`config.mk`:
```
export PLATFORM = sky130hd
export DESIGN_NAME = multicycle_control
export DESIGN_NICKNAME = d
export VERILOG_FILES = /design/src/rtl/multicycle_control_pkg.sv /design/src/rtl/multicycle_control_ctrl_out_decoder.sv /design/src/rtl/multicycle_control.sv
export SDC_FILE = /design/constraint.sdc
export NUM_CORES = 1
export LEC_CHECK = 0
export ABC_AREA = 0
export CORE_AREA = 4 4 41 43
export DETAILED_ROUTE_END_ITERATION = 6
export DIE_AREA = 0 0 45 47
export GPL_TIMING_DRIVEN = 0
export PLACE_DENSITY = 0.72
export RECOVER_POWER = 100
export SYNTH_ARGS = -nofsm -noshare
export SYNTH_HDL_FRONTEND = slang
export SYNTH_SLANG_ARGS = --single-unit
```
`constraint.sdc`:
```
create_clock -name clk -period 1.7 [get_ports clk]
set_clock_uncertainty 0.05 [all_clocks]
set_input_delay 0.34 -clock clk [delete_from_list [all_inputs] [get_ports clk]]
set_output_delay 0.34 -clock clk [all_outputs]
set_load 0.02 [all_outputs]
```
`src/rtl/multicycle_control_pkg.sv`:
```
// Shared encodings for the multicycle RISC-V control path: states, opcodes, mux codes, control vector.
// MULTICYCLE_BJ_EN enables the branch/jump (BEQ/JAL) encodings.
package multicycle_control_pkg;

    localparam int unsigned STATE_W   = 4;
    localparam int unsigned OPCODE_W  = 7;
    localparam int unsigned IMM_SRC_W = 2;
    localparam int unsigned SEL_W     = 2;

    typedef enum logic [STATE_W-1:0] {
        FETCH    = 4'd0,
        DECODE   = 4'd1,
        MEMADR   = 4'd2,
        MEMREAD  = 4'd3,
        MEMWB    = 4'd4,
        MEMWRITE = 4'd5,
        EXECUTER = 4'd6,
        EXECUTEI = 4'd7,
        ALUWB    = 4'd8,
        BEQ      = 4'd9,
        JAL      = 4'd10
    } state_t;

    localparam logic [OPCODE_W-1:0] OP_LOAD  = 7'b0000011;
    localparam logic [OPCODE_W-1:0] OP_STORE = 7'b0100011;
    localparam logic [OPCODE_W-1:0] OP_RTYPE = 7'b0110011;
    localparam logic [OPCODE_W-1:0] OP_ITYPE = 7'b0010011;
    localparam logic [OPCODE_W-1:0] OP_BEQ   = 7'b1100011;
    localparam logic [OPCODE_W-1:0] OP_JAL   = 7'b1101111;

    localparam logic [IMM_SRC_W-1:0] IMM_I = 2'b00;
    localparam logic [IMM_SRC_W-1:0] IMM_S = 2'b01;
`ifdef MULTICYCLE_BJ_EN
    localparam logic [IMM_SRC_W-1:0] IMM_B = 2'b10;
    localparam logic [IMM_SRC_W-1:0] IMM_J = 2'b11;
`endif

    localparam logic [SEL_W-1:0] RES_ALUOUT = 2'b00;
    localparam logic [SEL_W-1:0] RES_MEM    = 2'b01;
    localparam logic [SEL_W-1:0] RES_ALU    = 2'b10;

    localparam logic [SEL_W-1:0] A_PC    = 2'b00;
    localparam logic [SEL_W-1:0] A_OLDPC = 2'b01;
    localparam logic [SEL_W-1:0] A_RS1   = 2'b10;

    localparam logic [SEL_W-1:0] B_RS2   = 2'b00;
    localparam logic [SEL_W-1:0] B_IMM   = 2'b01;
    localparam logic [SEL_W-1:0] B_FOUR  = 2'b10;

    localparam logic [SEL_W-1:0] ALU_ADD   = 2'b00;
    localparam logic [SEL_W-1:0] ALU_SUB   = 2'b01;
    localparam logic [SEL_W-1:0] ALU_FUNCT = 2'b10;

    typedef struct packed {
        logic                 pc_update;
        logic                 branch;
        logic                 adr_src;
        logic                 mem_write;
        logic                 ir_write;
        logic [SEL_W-1:0]     result_src;
        logic [SEL_W-1:0]     alu_src_a;
        logic [SEL_W-1:0]     alu_src_b;
        logic [SEL_W-1:0]     alu_op;
        logic                 reg_write;
        logic [IMM_SRC_W-1:0] imm_src;
        logic                 illegal_op;
    } ctrl_t;

    function automatic logic op_supported(input logic [OPCODE_W-1:0] op);
        case (op)
            OP_LOAD, OP_STORE, OP_RTYPE, OP_ITYPE: return 1'b1;
`ifdef MULTICYCLE_BJ_EN
            OP_BEQ, OP_JAL:                        return 1'b1;
`else
            OP_BEQ, OP_JAL:                        return 1'b0;
`endif
            default:                               return 1'b0;
        endcase
    endfunction

endpackage

```
`src/rtl/multicycle_control_ctrl_out_decoder.sv`:
```
// Combinational state+opcode -> datapath control vector; unlisted fields are 0 in every state.
// MULTICYCLE_BJ_EN adds the BEQ/JAL output rows and B/J immediate formats.
module ctrl_out_decoder
    import multicycle_control_pkg::*;
(
    input  state_t              state,
    input  logic [OPCODE_W-1:0] opcode,
    input  logic                mem_ready,
    output ctrl_t               ctrl
);

    always_comb begin
        ctrl = '0;
        case (state)
            FETCH: begin
                ctrl.adr_src    = 1'b0;
                ctrl.alu_src_a  = A_PC;
                ctrl.alu_src_b  = B_FOUR;
                ctrl.alu_op     = ALU_ADD;
                ctrl.result_src = RES_ALU;
                ctrl.ir_write   = mem_ready;
                ctrl.pc_update  = mem_ready;
            end
            DECODE: begin
                // oldPC + imm precomputes the branch/jump target into ALUOut
                ctrl.alu_src_a  = A_OLDPC;
                ctrl.alu_src_b  = B_IMM;
                ctrl.alu_op     = ALU_ADD;
`ifdef MULTICYCLE_BJ_EN
                ctrl.imm_src    = (opcode == OP_JAL) ? IMM_J : IMM_B;
`else
                ctrl.imm_src    = IMM_I;
`endif
                ctrl.illegal_op = ~op_supported(opcode);
            end
            MEMADR: begin
                ctrl.alu_src_a = A_RS1;
                ctrl.alu_src_b = B_IMM;
                ctrl.alu_op    = ALU_ADD;
                ctrl.imm_src   = (opcode == OP_STORE) ? IMM_S : IMM_I;
            end
            MEMREAD: begin
                ctrl.adr_src = 1'b1;
            end
            MEMWB: begin
                ctrl.result_src = RES_MEM;
                ctrl.reg_write  = 1'b1;
            end
            MEMWRITE: begin
                ctrl.adr_src   = 1'b1;
                ctrl.mem_write = 1'b1;
            end
            EXECUTER: begin
                ctrl.alu_src_a = A_RS1;
                ctrl.alu_src_b = B_RS2;
                ctrl.alu_op    = ALU_FUNCT;
            end
            EXECUTEI: begin
                ctrl.alu_src_a = A_RS1;
                ctrl.alu_src_b = B_IMM;
                ctrl.imm_src   = IMM_I;
                ctrl.alu_op    = ALU_FUNCT;
            end
            ALUWB: begin
                ctrl.result_src = RES_ALUOUT;
                ctrl.reg_write  = 1'b1;
            end
`ifdef MULTICYCLE_BJ_EN
            BEQ: begin
                ctrl.alu_src_a  = A_RS1;
                ctrl.alu_src_b  = B_RS2;
                ctrl.alu_op     = ALU_SUB;
                ctrl.result_src = RES_ALUOUT;
                ctrl.branch     = 1'b1;
            end
            JAL: begin
                ctrl.alu_src_a  = A_OLDPC;
                ctrl.alu_src_b  = B_FOUR;
                ctrl.alu_op     = ALU_ADD;
                ctrl.result_src = RES_ALUOUT;
                ctrl.pc_update  = 1'b1;
            end
`endif
            default: ctrl = '0;
        endcase
    end

endmodule

```
`src/rtl/multicycle_control.sv`:
```
// Main control FSM of the multicycle RISC-V core: state register, next-state logic, write gating.
// MULTICYCLE_BJ_EN enables the BEQ and JAL instruction paths.
module multicycle_control
    import multicycle_control_pkg::*;
(
    input  logic                 clk,
    input  logic                 reset,
    input  logic [OPCODE_W-1:0]  opcode,
    input  logic                 zero,
    input  logic                 mem_ready,
    output logic                 pc_write,
    output logic                 adr_src,
    output logic                 mem_write,
    output logic                 ir_write,
    output logic [SEL_W-1:0]     result_src,
    output logic [SEL_W-1:0]     alu_src_a,
    output logic [SEL_W-1:0]     alu_src_b,
    output logic [SEL_W-1:0]     alu_op,
    output logic                 reg_write,
    output logic [IMM_SRC_W-1:0] imm_src,
    output logic                 illegal_op
);

    state_t state;
    state_t state_next;
    ctrl_t  ctrl;

    always_ff @(posedge clk or posedge reset) begin
        if (reset) state <= FETCH;
        else       state <= state_next;
    end

    // Any encoding not listed (including X) falls back to FETCH
    always_comb begin
        state_next = FETCH;
        case (state)
            FETCH:    state_next = mem_ready ? DECODE : FETCH;
            DECODE: begin
                case (opcode)
                    OP_LOAD, OP_STORE: state_next = MEMADR;
                    OP_RTYPE:          state_next = EXECUTER;
                    OP_ITYPE:          state_next = EXECUTEI;
`ifdef MULTICYCLE_BJ_EN
                    OP_BEQ:            state_next = BEQ;
                    OP_JAL:            state_next = JAL;
`endif
                    default:           state_next = FETCH;
                endcase
            end
            MEMADR:   state_next = (opcode == OP_STORE) ? MEMWRITE : MEMREAD;
            MEMREAD:  state_next = mem_ready ? MEMWB : MEMREAD;
            MEMWB:    state_next = FETCH;
            MEMWRITE: state_next = mem_ready ? FETCH : MEMWRITE;
            EXECUTER: state_next = ALUWB;
            EXECUTEI: state_next = ALUWB;
            ALUWB:    state_next = FETCH;
`ifdef MULTICYCLE_BJ_EN
            BEQ:      state_next = FETCH;
            JAL:      state_next = ALUWB;
`endif
            default:  state_next = FETCH;
        endcase
    end

    ctrl_out_decoder u_dec (
        .state     (state),
        .opcode    (opcode),
        .mem_ready (mem_ready),
        .ctrl      (ctrl)
    );

    // Write strobes are suppressed for the whole time reset is high
    assign pc_write   = ~reset & (ctrl.pc_update | (ctrl.branch & zero));
    assign ir_write   = ~reset & ctrl.ir_write;
    assign reg_write  = ~reset & ctrl.reg_write;
    assign mem_write  = ~reset & ctrl.mem_write;
    assign illegal_op = ~reset & ctrl.illegal_op;

    assign adr_src    = ctrl.adr_src;
    assign result_src = ctrl.result_src;
    assign alu_src_a  = ctrl.alu_src_a;
    assign alu_src_b  = ctrl.alu_src_b;
    assign alu_op     = ctrl.alu_op;
    assign imm_src    = ctrl.imm_src;

endmodule

```
==> impl_metrics.tcl <==
set metrics [dict create \
    outcome "complete, but fails checks" \
    failed_checks "negative setup slack" \
    dieHeight_um 47 \
    post_synth.cell_area_avg_um2 8.22 \
    min_path_type "input pin to asynchronous set/reset pin" \
    layout.nets 105 \
    route.final.wire_length_um 1490 \
    largest_register "state" \
    ant_nets 0 \
    worst_r2r_endpoint "state[0]" \
    clock_power_share_pct 13.2 \
    hold_viol 0 \
    later_pin_clock_latency_in_the_skew_report_ns 0.24 \
    ioPinCount 27 \
    synth_sequential_area_ratio_pct 21.7 \
    die_width_um 45 \
    pwr-share-comb_pct 71.1 \
    port_bufs 23 \
    synthDominantAreaCellType "sky130_fd_sc_hd__dfrtp_1" \
    setup_slack_ns -0.108 \
    switching_share_pct 46.4 \
    worstSetupEndpointType "primary output" \
    initial_utilization_pct 35.4 \
    synth.cells.most_frequent "5 x sky130_fd_sc_hd__inv_1, 5 x sky130_fd_sc_hd__nor2_1, 4 x sky130_fd_sc_hd__dfrtp_1, 4 x sky130_fd_sc_hd__nor3b_1" \
    tritoncts "built" \
    intPower_mw 0.494 \
    path_depth_of_the_worst_reg2reg_path 4 \
    rrSetupSlack_ns 0.36 \
    global_route_wire_length_before_repair_um 2210 \
    grt_max_degree 11 \
    cts_num_sinks 4 \
    gpl.final_weighted_congestion 0.843 \
    antenna_found_initial 0 \
    layout_top_registers "state: 4 flops" \
    synth-main-ff-cell "sky130_fd_sc_hd__dfrtp_1" \
    dr_total_vias 563 \
    holdWs_ns 0.143 \
    power_per_cell_area_nw_per_um2 1130 \
    rsz0062_at_grt "true" \
    finalCriticalPeriod_ns 1.81 \
    setup-tns-final_ns -0.442 \
    syn_area_um2 460 \
    drc 0 \
    clock_path_buffers 2 \
    async_reset_ff_share_pct 100 \
    drt_iter0_markers 5 \
    p_seq_share_pct 15.7 \
    clkTransAtPathRegs_ns 0.04 \
    post-route-util_pct 62.4 \
    number_of_max_cap_violations 0 \
    critPathLaunchType "flip-flop" \
    switching_power_mw 0.427 \
    grt_util_all_layers_pct 15.3 \
    critical_path_class "flip-flop to primary output" \
    yosys-top-cells-area "sky130_fd_sc_hd__dfrtp_1 22%, sky130_fd_sc_hd__buf_6 7.3%, sky130_fd_sc_hd__nor3b_1 6.5%" \
    r2r_startpoint "state[1]" \
    yosys_register_bits 4 \
    core_region_area_um2 1300 \
    cts_inserted_buffers 3 \
    crit_path_max_fanout 9 \
    number_of_global_route_vias_before_repair 553 \
    max-vdd-ir-drop_mv 0.611 \
    setup_violations 8 \
    die-area_um2 2120 \
    cts-root-buf "sky130_fd_sc_hd__clkbuf_4" \
    synth-edff-count 0 \
    largest_reg_flops 4 \
    hold_buffers 0 \
    routed_wire_length_per_instance_um 13.9 \
    n_antenna_cell 0 \
    num_rows 13 \
    place.detailed.hpwl_um 980 \
    clock_tree.htree_level_count 1 \
    placement.setup.worst_slack_ns -0.665 \
    timing.fmax_ghz 0.553 \
    yosys.area.top_type_share_pct 21.7 \
    critPathArrivalTime_ns 1.42 \
    via_per_inst 5.26 \
    worst-endpoint-required_ns 1.31 \
    post_synth_inst_count 56 \
    power.leakage_nw 0.390 \
    first_pass_iters 4 \
    synth_warnings 0 \
    final_layout_size_suffix_gt1_share_pct 54.3 \
    area_growth_pct 76.4 \
    maxSlewViolCount 0 \
    netlist-cell-type-count 29 \
    timing.final.crit_share_pct 106 \
    grt.overflow.total 0 \
]
worst max-delay path: stages (launching register included):
cell	delay [ns]
sky130_fd_sc_hd__dfrtp_1	0.36
sky130_fd_sc_hd__buf_6	0.15
sky130_fd_sc_hd__nor4_4	0.26
sky130_fd_sc_hd__and3_4	0.22
sky130_fd_sc_hd__buf_6	0.09
sky130_fd_sc_hd__buf_6	0.10
power by group through the flow:
| stage | registers [mW] | clock network, mW | logic (mW) |
|---|---|---|---|
| after global routing | 0.147 | 0.136 | 0.699 |
| after CTS | 0.143 | 0.122 | 0.646 |
| after detailed placement | 0.143 | 0 | 0.637 |
| after global placement | 0.142 | 0 | 0.632 |
| after floorplan | 0.137 | 0 | 0.404 |
| final | 0.144 | 0.122 | 0.655 |
final cells by class:
cell class,instances,area (µm²)
tap,15,18.8
sequential,4,101
multi-input combinational,41,340
buffer,7,67.6
clock buffer,3,22.5
timing repair buffer,32,243
inverter,5,18.8
fill,132,489
stage by stage:
step,std cells,power [mW],cell area (µm²)
final,107,0.921,812
after global routing,107,0.983,812
after CTS,106,0.911,802
after detailed placement,95,0.781,727
after global placement,95,0.774,727
after floorplan,57,0.541,478
layer usage:
layer / wire, µm / up-vias / share of wire, % / GRT usage (%)
met1: 528 / 263 / 35 / 13.5
met3: 120 / 6 / 8.1 / 3.83
li1: - / 267 / - / -
met4: 56 / 0 / 3.8 / 14.6
met2: 784 / 27 / 53 / 28.0
met5: 0 / - / 0 / 0
worst max path at each step:
| stage | startpoint | to | slack [ns] | depth (start not counted) |
|---|---|---|---|---|
| after floorplan | state[2] | pc_write | -0.02 | 4 |
| after global placement | opcode[1] | imm_src[0] | -0.67 | 5 |
| after detailed placement | opcode[1] | imm_src[0] | -0.67 | 5 |
| after CTS | state[1] | pc_write | -0.13 | 5 |
| after global routing | state[2] | pc_write | -0.18 | 5 |
| final | state[2] | pc_write | -0.11 | 5 |
cell families after synthesis:
group,synth area share [%]
and+or+nand+nor,40.2
DFF,21.7
other,0.814
xor gates and xnor gates,3.81
buffers and inverters,17.4
muxes,2.17
AOI/OAI and AO/OA,13.9
layout by cell type (no fill, tap or decap), drive strengths merged:
master / count
a211oi: 2
a31oi: 2
a32oi: 1
and2b: 1
and3: 2
and3b: 1
and4: 1
and4bb: 1
buf: 26
clkbuf: 6
clkdlybuf4s50: 1
conb: 2
dfrtp: 4
dlygate4sd2: 8
dlygate4sd3: 1
inv: 5
mux2i: 1
nand2: 3
nand2b: 2
nand3: 2
nor2: 6
nor2b: 1
nor3: 2
nor3b: 4
nor4: 3
o22ai: 1
o32ai: 1
xnor2: 2
repair_timing:
item | in CTS | in global routing
endpoints found under the hold margin | 0 | 0
endpoints found under the setup margin | 14 | 13
setup buffers | 8 | 1
pin swaps | 9 | 2
gates resized for setup | 84 | 4
Note: power is estimated with default switching activity, not from simulation.
